===== src/rtl/line_clear_engine.sv =====
// Row-compaction engine: scans the board bottom-up, drops full rows, shifts the
// survivors down and blanks the vacated top rows through one read and one write port.
module line_clear_engine #(
    parameter int ROWS = 20,
    parameter int COLS = 10
) (
    input  logic       clk,
    input  logic       reset,
    input  logic       start,
    output logic       busy,
    output logic       done,
    output logic [4:0] lines_cleared,
    output logic [4:0] rd_i,
    output logic [4:0] rd_j,
    input  logic [2:0] cell_type,
    output logic       wr_en,
    output logic [4:0] wr_i,
    output logic [4:0] wr_j,
    output logic [2:0] wr_type
);

    typedef enum logic [2:0] {
        IDLE  = 3'd0,
        READ  = 3'd1,
        CHECK = 3'd2,
        WRITE = 3'd3,
        FILL  = 3'd4,
        DONE  = 3'd5
    } state_t;

    localparam logic [4:0] LAST_COL = 5'(COLS - 1);
    localparam logic [4:0] LAST_ROW = 5'(ROWS - 1);

    state_t            state_reg, state_next;
    logic [4:0]        src_reg, src_next;
    logic signed [5:0] dst_reg, dst_next;
    logic [4:0]        col_reg, col_next;
    logic              full_reg, full_next;
    logic [4:0]        cnt_reg, cnt_next;
    logic [4:0]        lines_reg, lines_next;
    logic [3*COLS-1:0] rowbuf_flat;
    logic [2:0]        rowbuf_sel;
    logic              advance;

    always_ff @(posedge clk) begin
        if (reset) begin
            state_reg <= IDLE;
            src_reg   <= '0;
            dst_reg   <= '0;
            col_reg   <= '0;
            full_reg  <= 1'b0;
            cnt_reg   <= '0;
            lines_reg <= '0;
        end else begin
            state_reg <= state_next;
            src_reg   <= src_next;
            dst_reg   <= dst_next;
            col_reg   <= col_next;
            full_reg  <= full_next;
            cnt_reg   <= cnt_next;
            lines_reg <= lines_next;
        end
    end

    // One buffer cell per column, captured while that column is being read.
    genvar gi;
    generate
        for (gi = 0; gi < COLS; gi++) begin : g_rowbuf
            logic [2:0] cell_reg;
            always_ff @(posedge clk) begin
                if (state_reg == READ && col_reg == 5'(gi)) begin
                    cell_reg <= cell_type;
                end
            end
            assign rowbuf_flat[3*gi +: 3] = cell_reg;
        end
    endgenerate

    always_comb begin
        rowbuf_sel = 3'b000;
        for (int c = 0; c < COLS; c++) begin
            if (col_reg == 5'(c)) begin
                rowbuf_sel = rowbuf_flat[3*c +: 3];
            end
        end
    end

    always_comb begin
        state_next = state_reg;
        src_next   = src_reg;
        dst_next   = dst_reg;
        col_next   = col_reg;
        full_next  = full_reg;
        cnt_next   = cnt_reg;
        lines_next = lines_reg;
        advance    = 1'b0;
        case (state_reg)
            IDLE: begin
                if (start) begin
                    src_next   = LAST_ROW;
                    dst_next   = 6'(ROWS - 1);
                    col_next   = '0;
                    cnt_next   = '0;
                    state_next = READ;
                end
            end
            READ: begin
                // Column 0 restarts the AND so no separate clear is needed per row.
                full_next = ((col_reg == 5'd0) ? 1'b1 : full_reg) & (cell_type != 3'b000);
                if (col_reg == LAST_COL) begin
                    col_next   = '0;
                    state_next = CHECK;
                end else begin
                    col_next = col_reg + 5'd1;
                end
            end
            CHECK: begin
                if (full_reg) begin
                    cnt_next = cnt_reg + 5'd1;
                    advance  = 1'b1;
                end else if (dst_reg != $signed({1'b0, src_reg})) begin
                    col_next   = '0;
                    state_next = WRITE;
                end else begin
                    dst_next = dst_reg - 6'sd1;
                    advance  = 1'b1;
                end
            end
            WRITE: begin
                if (col_reg == LAST_COL) begin
                    dst_next = dst_reg - 6'sd1;
                    advance  = 1'b1;
                end else begin
                    col_next = col_reg + 5'd1;
                end
            end
            FILL: begin
                if (col_reg == LAST_COL) begin
                    dst_next = dst_reg - 6'sd1;
                    col_next = '0;
                    if (dst_reg == 6'sd0) begin
                        state_next = DONE;
                    end
                end else begin
                    col_next = col_reg + 5'd1;
                end
            end
            DONE: begin
                lines_next = cnt_reg;
                state_next = IDLE;
            end
            default: state_next = IDLE;
        endcase

        // Shared end-of-row decision; dst_next already reflects this row's decrement.
        if (advance) begin
            col_next = '0;
            if (src_reg == 5'd0) begin
                state_next = dst_next[5] ? DONE : FILL;
            end else begin
                src_next   = src_reg - 5'd1;
                state_next = READ;
            end
        end
    end

    always_comb begin
        busy          = (state_reg != IDLE);
        done          = (state_reg == DONE);
        lines_cleared = lines_reg;
        rd_i          = '0;
        rd_j          = '0;
        wr_en         = 1'b0;
        wr_i          = '0;
        wr_j          = '0;
        wr_type       = 3'b000;
        case (state_reg)
            READ: begin
                rd_i = src_reg;
                rd_j = col_reg;
            end
            WRITE: begin
                wr_en   = 1'b1;
                wr_i    = dst_reg[4:0];
                wr_j    = col_reg;
                wr_type = rowbuf_sel;
            end
            FILL: begin
                wr_en = 1'b1;
                wr_i  = dst_reg[4:0];
                wr_j  = col_reg;
            end
            default: ;
        endcase
    end

endmodule

===== config.mk =====
export PLATFORM = sky130hd
export DESIGN_NAME = line_clear_engine
export DESIGN_NICKNAME = d
export VERILOG_FILES = /design/src/rtl/line_clear_engine.sv
export SDC_FILE = /design/constraint.sdc
export NUM_CORES = 1
export LEC_CHECK = 0
export ABC_CLOCK_PERIOD_IN_PS = 3300
export BUFFER_PORTS_ARGS = -buffer_cell sky130_fd_sc_hd__buf_2
export CAP_MARGIN = 20
export CORE_UTILIZATION = 45
export DETAILED_ROUTE_END_ITERATION = 12
export GPL_TIMING_DRIVEN = 1
export PLACE_DENSITY_LB_ADDON = 0.05
export SYNTH_ARGS = -nofsm -noshare
export SYNTH_HDL_FRONTEND = slang
export SYNTH_SLANG_ARGS = --single-unit

===== constraint.sdc =====
create_clock -name clk -period 3.3 [get_ports clk]
set_input_delay 0.66 -clock clk [delete_from_list [all_inputs] [get_ports clk]]
set_output_delay 0.66 -clock clk [all_outputs]
set_load 0.005 [all_outputs]

; ---- Word level (Yosys, flattened, before mapping)
; Cells that the tools add are included.
[totals]
in_bits = 6
wordCells = 126
reg_bits = 60
out_inout_bits = 31
[op_classes]
addsub = 4
n_bitwise = 1
eq_ne = 29
mux = 48
reduce_logical = 26
[ops]
columns = cell, count
row1 = 5-bit two-way mux, 14
row2 = 3-bit two-way mux, 19
row3 = 6-bit two-way mux, 4
row4 = "5-bit by 3-bit equality test with 1-bit output, second input constant", 4
row5 = 5-bit case mux with 4 select lines, 1
row6 = 6-bit case mux with 3 select lines, 1
row7 = "3-bit != test, second input constant", 5
row8 = 3-bit case mux with 5 select lines, 1
row9 = "2-bit != test, second input constant", 7
row10 = "5-bit by 1-bit adder with 5-bit output, second input constant", 2
row11 = "5-bit by 2-bit equality test with 1-bit output, second input constant", 2
row12 = "5-bit by 4-bit equality test with 1-bit output, second input constant", 2
row13 = 1-bit logical AND, 10
row14 = 5-bit logical NOT, 2
row15 = 5-bit case mux with 2 select lines, 1
row16 = 5-bit AND reduction, 2
row17 = 3-bit nonzero test, 3
row18 = 7-bit AND reduction, 1
row19 = "3-bit by 2-bit equality test with 1-bit output, second input constant", 2
row20 = "3-bit equality test, second input constant", 2
row21 = 6-bit logical NOT, 1
row22 = 1-bit two-way mux, 6
row23 = 6-bit != test, 1
row24 = 2-bit OR reduction, 3
row25 = 12 further kinds, 12

; ---- Longest topological paths before layout
[depth]
depth_word = 12
ltp_mapped = 8

; ---- Worst setup path after synthesis
; Ideal clock, no wire load.
[synth_path]
kind = reg-to-output
startpoint = register col_reg[0]
endpoint = output wr_type[2]
stages_incl_launch_ff = 8
required_ps = 2640
slack_ps = 1015
arrival_time_ps = 1625
path_cell_list = dfxtp_1 > inv_1 > ha_1 > nor2b_1 > a221oi_1 > o31ai_1 > a221oi_1 > o21ai_1
[synth_via]
elab_chain_cells = 12
[synth_lines]
columns = item, line_no
row1 = "start, declared", 37  ; logic [4:0] col_reg, col_next;
row2 = "start signal, assigned", 58  ; col_reg <= col_next;
row3 = 5-bit logical NOT, 82  ; if (col_reg == 5'(c)) begin
row4 = 3-bit two-way mux (9 in a row), 82
row5 = 3-bit two-way mux *, 82
row6 = 3-bit two-way mux *, 177  ; case (state_reg)
row7 = "end, declared", 19  ; output logic [2:0] wr_type
; Every way passes the cells marked *; elsewhere a longest branch is shown, timed or not.

; ---- Final worst setup path
[layout_path]
startpoint = register col_reg[0]
endpoint = output wr_type[0]
; The elaborated chain is that of the path after synthesis.

==> metrics.md <==
| Metric | Value |
|---|---|
| Final setup fails | 0 |
| Final Max Slew Viols | 0 |
| Syn Inst Count | 324 |
| Hold Path Stages | 2 |
| Reg2reg setup slack | 0.69 ns |
| Die width | 87.0 µm |
| Most frequent cells in the layout | buf_2, dfxtp_1, edfxtp_1, nor2_1, nand2_1 |
| Crit-path max cell delay | 0.35 ns |
| Via density | 5.88 |
| # Post-CTS Setup Buffers | 0 |
| CP delay by family, top | compound AO/OA/AOI/OAI gates |
| Layout cells sized above 1 | 0.220 |
| Largest net degree at the start of global routing | 24 |
| Detailed placement HPWL | 5.59 mm |
| Reg-to-Reg Start | col_reg[1] |
| H-tree Lvls | 3 |
| Latest clock arrival within the worst-skew pair | 0.35 ns |
| CTS root buffer | clkbuf_8 |
| Core ar. | 6870 µm² |
| 1st-iter DRT viols | 265 |
| Gr busiest metal | met2 |
| Worst setup path category | reg2out |
| N_diodes | 0 |
| Crit end category | output port |
| Max reg flops | 30 |
| Hold Path End | lines_cleared[0] |
| Minimum clock period | 3.09 ns |
| DR DRC count | 0 |
| DRT antenna net count | 0 |
| Total GRT Usage | 0.228 |
| Global placer's final weighted congestion | 0.838 |
| Die H | 87.0 µm |
| CTS tree | done |
| Syn Nets | 338 |
| Worst Tran Pin Value | 0.711 ns |
| Avg Inst Size Synth | 10.0 µm² |
| CP Launch Type | flop |
| Final period util | 0.936 |
| Vias | 2,698 |
| Setup TNS | 0 ns |
| CTS buffer count | 9 |
| Port bufs | 36 |
| Most common cell after layout, fill and taps aside | buf_2 |
| Hold Startpoint | lines_cleared[0] |
| Initial antenna violation count | 0 |
| # rows | 30 |
| WP data required | 2.64 ns |
| First-pass GRT wire length | 12.8 mm |
| Slew margin rel. | 0.525 |
| Endpoints failing hold | 0 |
| Synthesized area | 3250 µm² |
| Fin nets | 372 |
| Max Cap Viol | 0 |
| Top-level I/O count | 37 |
| Crit Path Max Fanout | 8 |
| Number of synthesized register bits | 60 |
| Synth Flop Type | edfxtp_1 |
| Max Freq | 324 MHz |
| P per Cell Area | 477 nW/µm² |
| Die area | 7560 µm² |
| Routed WL | 7.99 mm |
| Ys Warns | 0 |
| Status | complete, no violations |
| Post-synth EDFFs | 30 |
| Leak Pwr | 1.44 nW |
| Global-route track usage on met1 | 0.327 |
| Vias in the first global route | 2,463 |
| # clock sinks | 60 |
| Fillers | 647 |
| Global route overflow | 0 |
| Cell variety after synth | 70 |
| Initial Util | 0.473 |
| Clock slew seen by the registers of the worst setup and hold paths | 0.07 ns |
| M3 GR Usage | 0.0559 |
| CP max stage cell | dfxtp_1 |
| Setup slack at placement | 0.659 ns |
| Async S/R FF share, synth | 0 |
| Crit path DAT | 2.43 ns |
| Post-route setup slack | 0.213 ns |
| Worst Path Buf+Inv | 2 |
| Met2 global-route usage | 0.340 |
| WL per Instance | 17.4 µm |
| Worst hold path class | reg2reg |
| RR Endpoint | dst_reg[4] |
| Sequential fraction of the synthesis area | 0.462 |
| Layout area overhead | 14.2% |
| DR pass1 iterations | 5 |
| RSZ-0062 raised after global routing | no |
| Clock Skew | 0.0123 ns |
| Worst-case reg-to-reg path depth | 6 |
| Critical-path cell list | inv_1 -> ha_1 -> nor2b_1 -> a221o_1 -> o2111ai_1 -> a22o_1 -> a31oi_1 -> buf_2 |
| Worst vdd ir | 0.251 mV |
| CTS Hold Bufs | 0 |
| Bufs on Longest Clock Path | 2 |
| Gates resized, CTS repair | 0 |
[where the power goes]
part,internal [mW],switching [mW],leakage (nW),total (mW)
combinational,0.0908,0.141,0.820,0.231
sequential,0.803,0.0325,0.515,0.835
clock,0.359,0.343,0.101,0.702
total,1.25,0.516,1.44,1.77
[cells by family after synthesis]
family / share of synthesized area
flops: 0.462
mux: 0.00655
xor+xnor: 0.0266
compound gates: 0.204
buf+inv: 0.0427
simple gates: 0.228
fa+ha+maj: 0.0308
[through the flow]
step	cells	power [mW]	hold WS, ns	util	cell area (µm²)
after floorplan	324	1.01	0.444	-	3250
after global placement	443	1.08	0.440	0.510	3500
after detailed placement	443	1.08	0.444	0.510	3500
after CTS	459	1.78	0.455	0.540	3710
after global routing	459	1.85	0.481	0.540	3710
final	459	1.77	0.452	0.540	3710
[worst max-delay path by stage]
stage / slack [ns] / startpoint / endpoint / cells after the start
after floorplan: 1.01 / col_reg[0] / wr_type[2] / 7
after global placement: 0.70 / col_reg[0] / wr_type[0] / 8
after detailed placement: 0.66 / col_reg[0] / wr_type[2] / 8
after CTS: 0.23 / col_reg[0] / wr_type[0] / 8
after global routing: 0.05 / col_reg[1] / wr_type[0] / 8
final: 0.21 / col_reg[0] / wr_type[0] / 8
[per-layer routing]
| layer | wire length, µm | up-vias |
|---|---|---|
| met5 | 0 | - |
| met2 | 3440 | 113 |
| met3 | 519 | 10 |
| met1 | 3950 | 1289 |
| li1 | - | 1286 |
| met4 | 85 | 0 |
[worst register-to-register path, cell delays in order, from the launching register on]
cell and delay [ns]:
dfxtp_1 0.35, inv_1 0.12, ha_1 0.43, nand4bb_1 0.50, o221ai_1 0.71, a31oi_1 0.17
a311oi_1 0.26
[Yosys cell counts (4+ instances only)]
cell type  instances  share of area
and2_1             7          0.013
nand2b_1           4         0.0077
inv_1             12          0.014
and3_1            11          0.021
nand4_1            4         0.0077
o22ai_1            4         0.0077
a21oi_2            5          0.013
o21ai_0            5         0.0077
a21oi_1           14          0.022
nor2b_1           11          0.021
nor2_1            27          0.031
nand3_1            9          0.014
o31ai_1            5          0.012
a32oi_1            4          0.011
nand2_1           22          0.025
clkbuf_1          13          0.015
xnor2_1            4          0.011
dfxtp_1           30           0.18
or4_1              4         0.0092
a31oi_1            7          0.013
xor2_1             4          0.011
ha_1               8          0.031
edfxtp_1          30           0.28
nor3_1            11          0.017
a21o_1             4         0.0092
[final cells by class]
type	instances	area (µm²)	share of cell area
clock buffers	9	124	0.0334
clock inverters	7	81.3	0.0219
inverters	13	48.8	0.0132
multi-input cells	232	1610	0.434
flip-flops and latches	60	1500	0.405
well taps	96	120	0.0324
repair buffers	42	225	0.0607
Power figures use the tool's default switching activity.
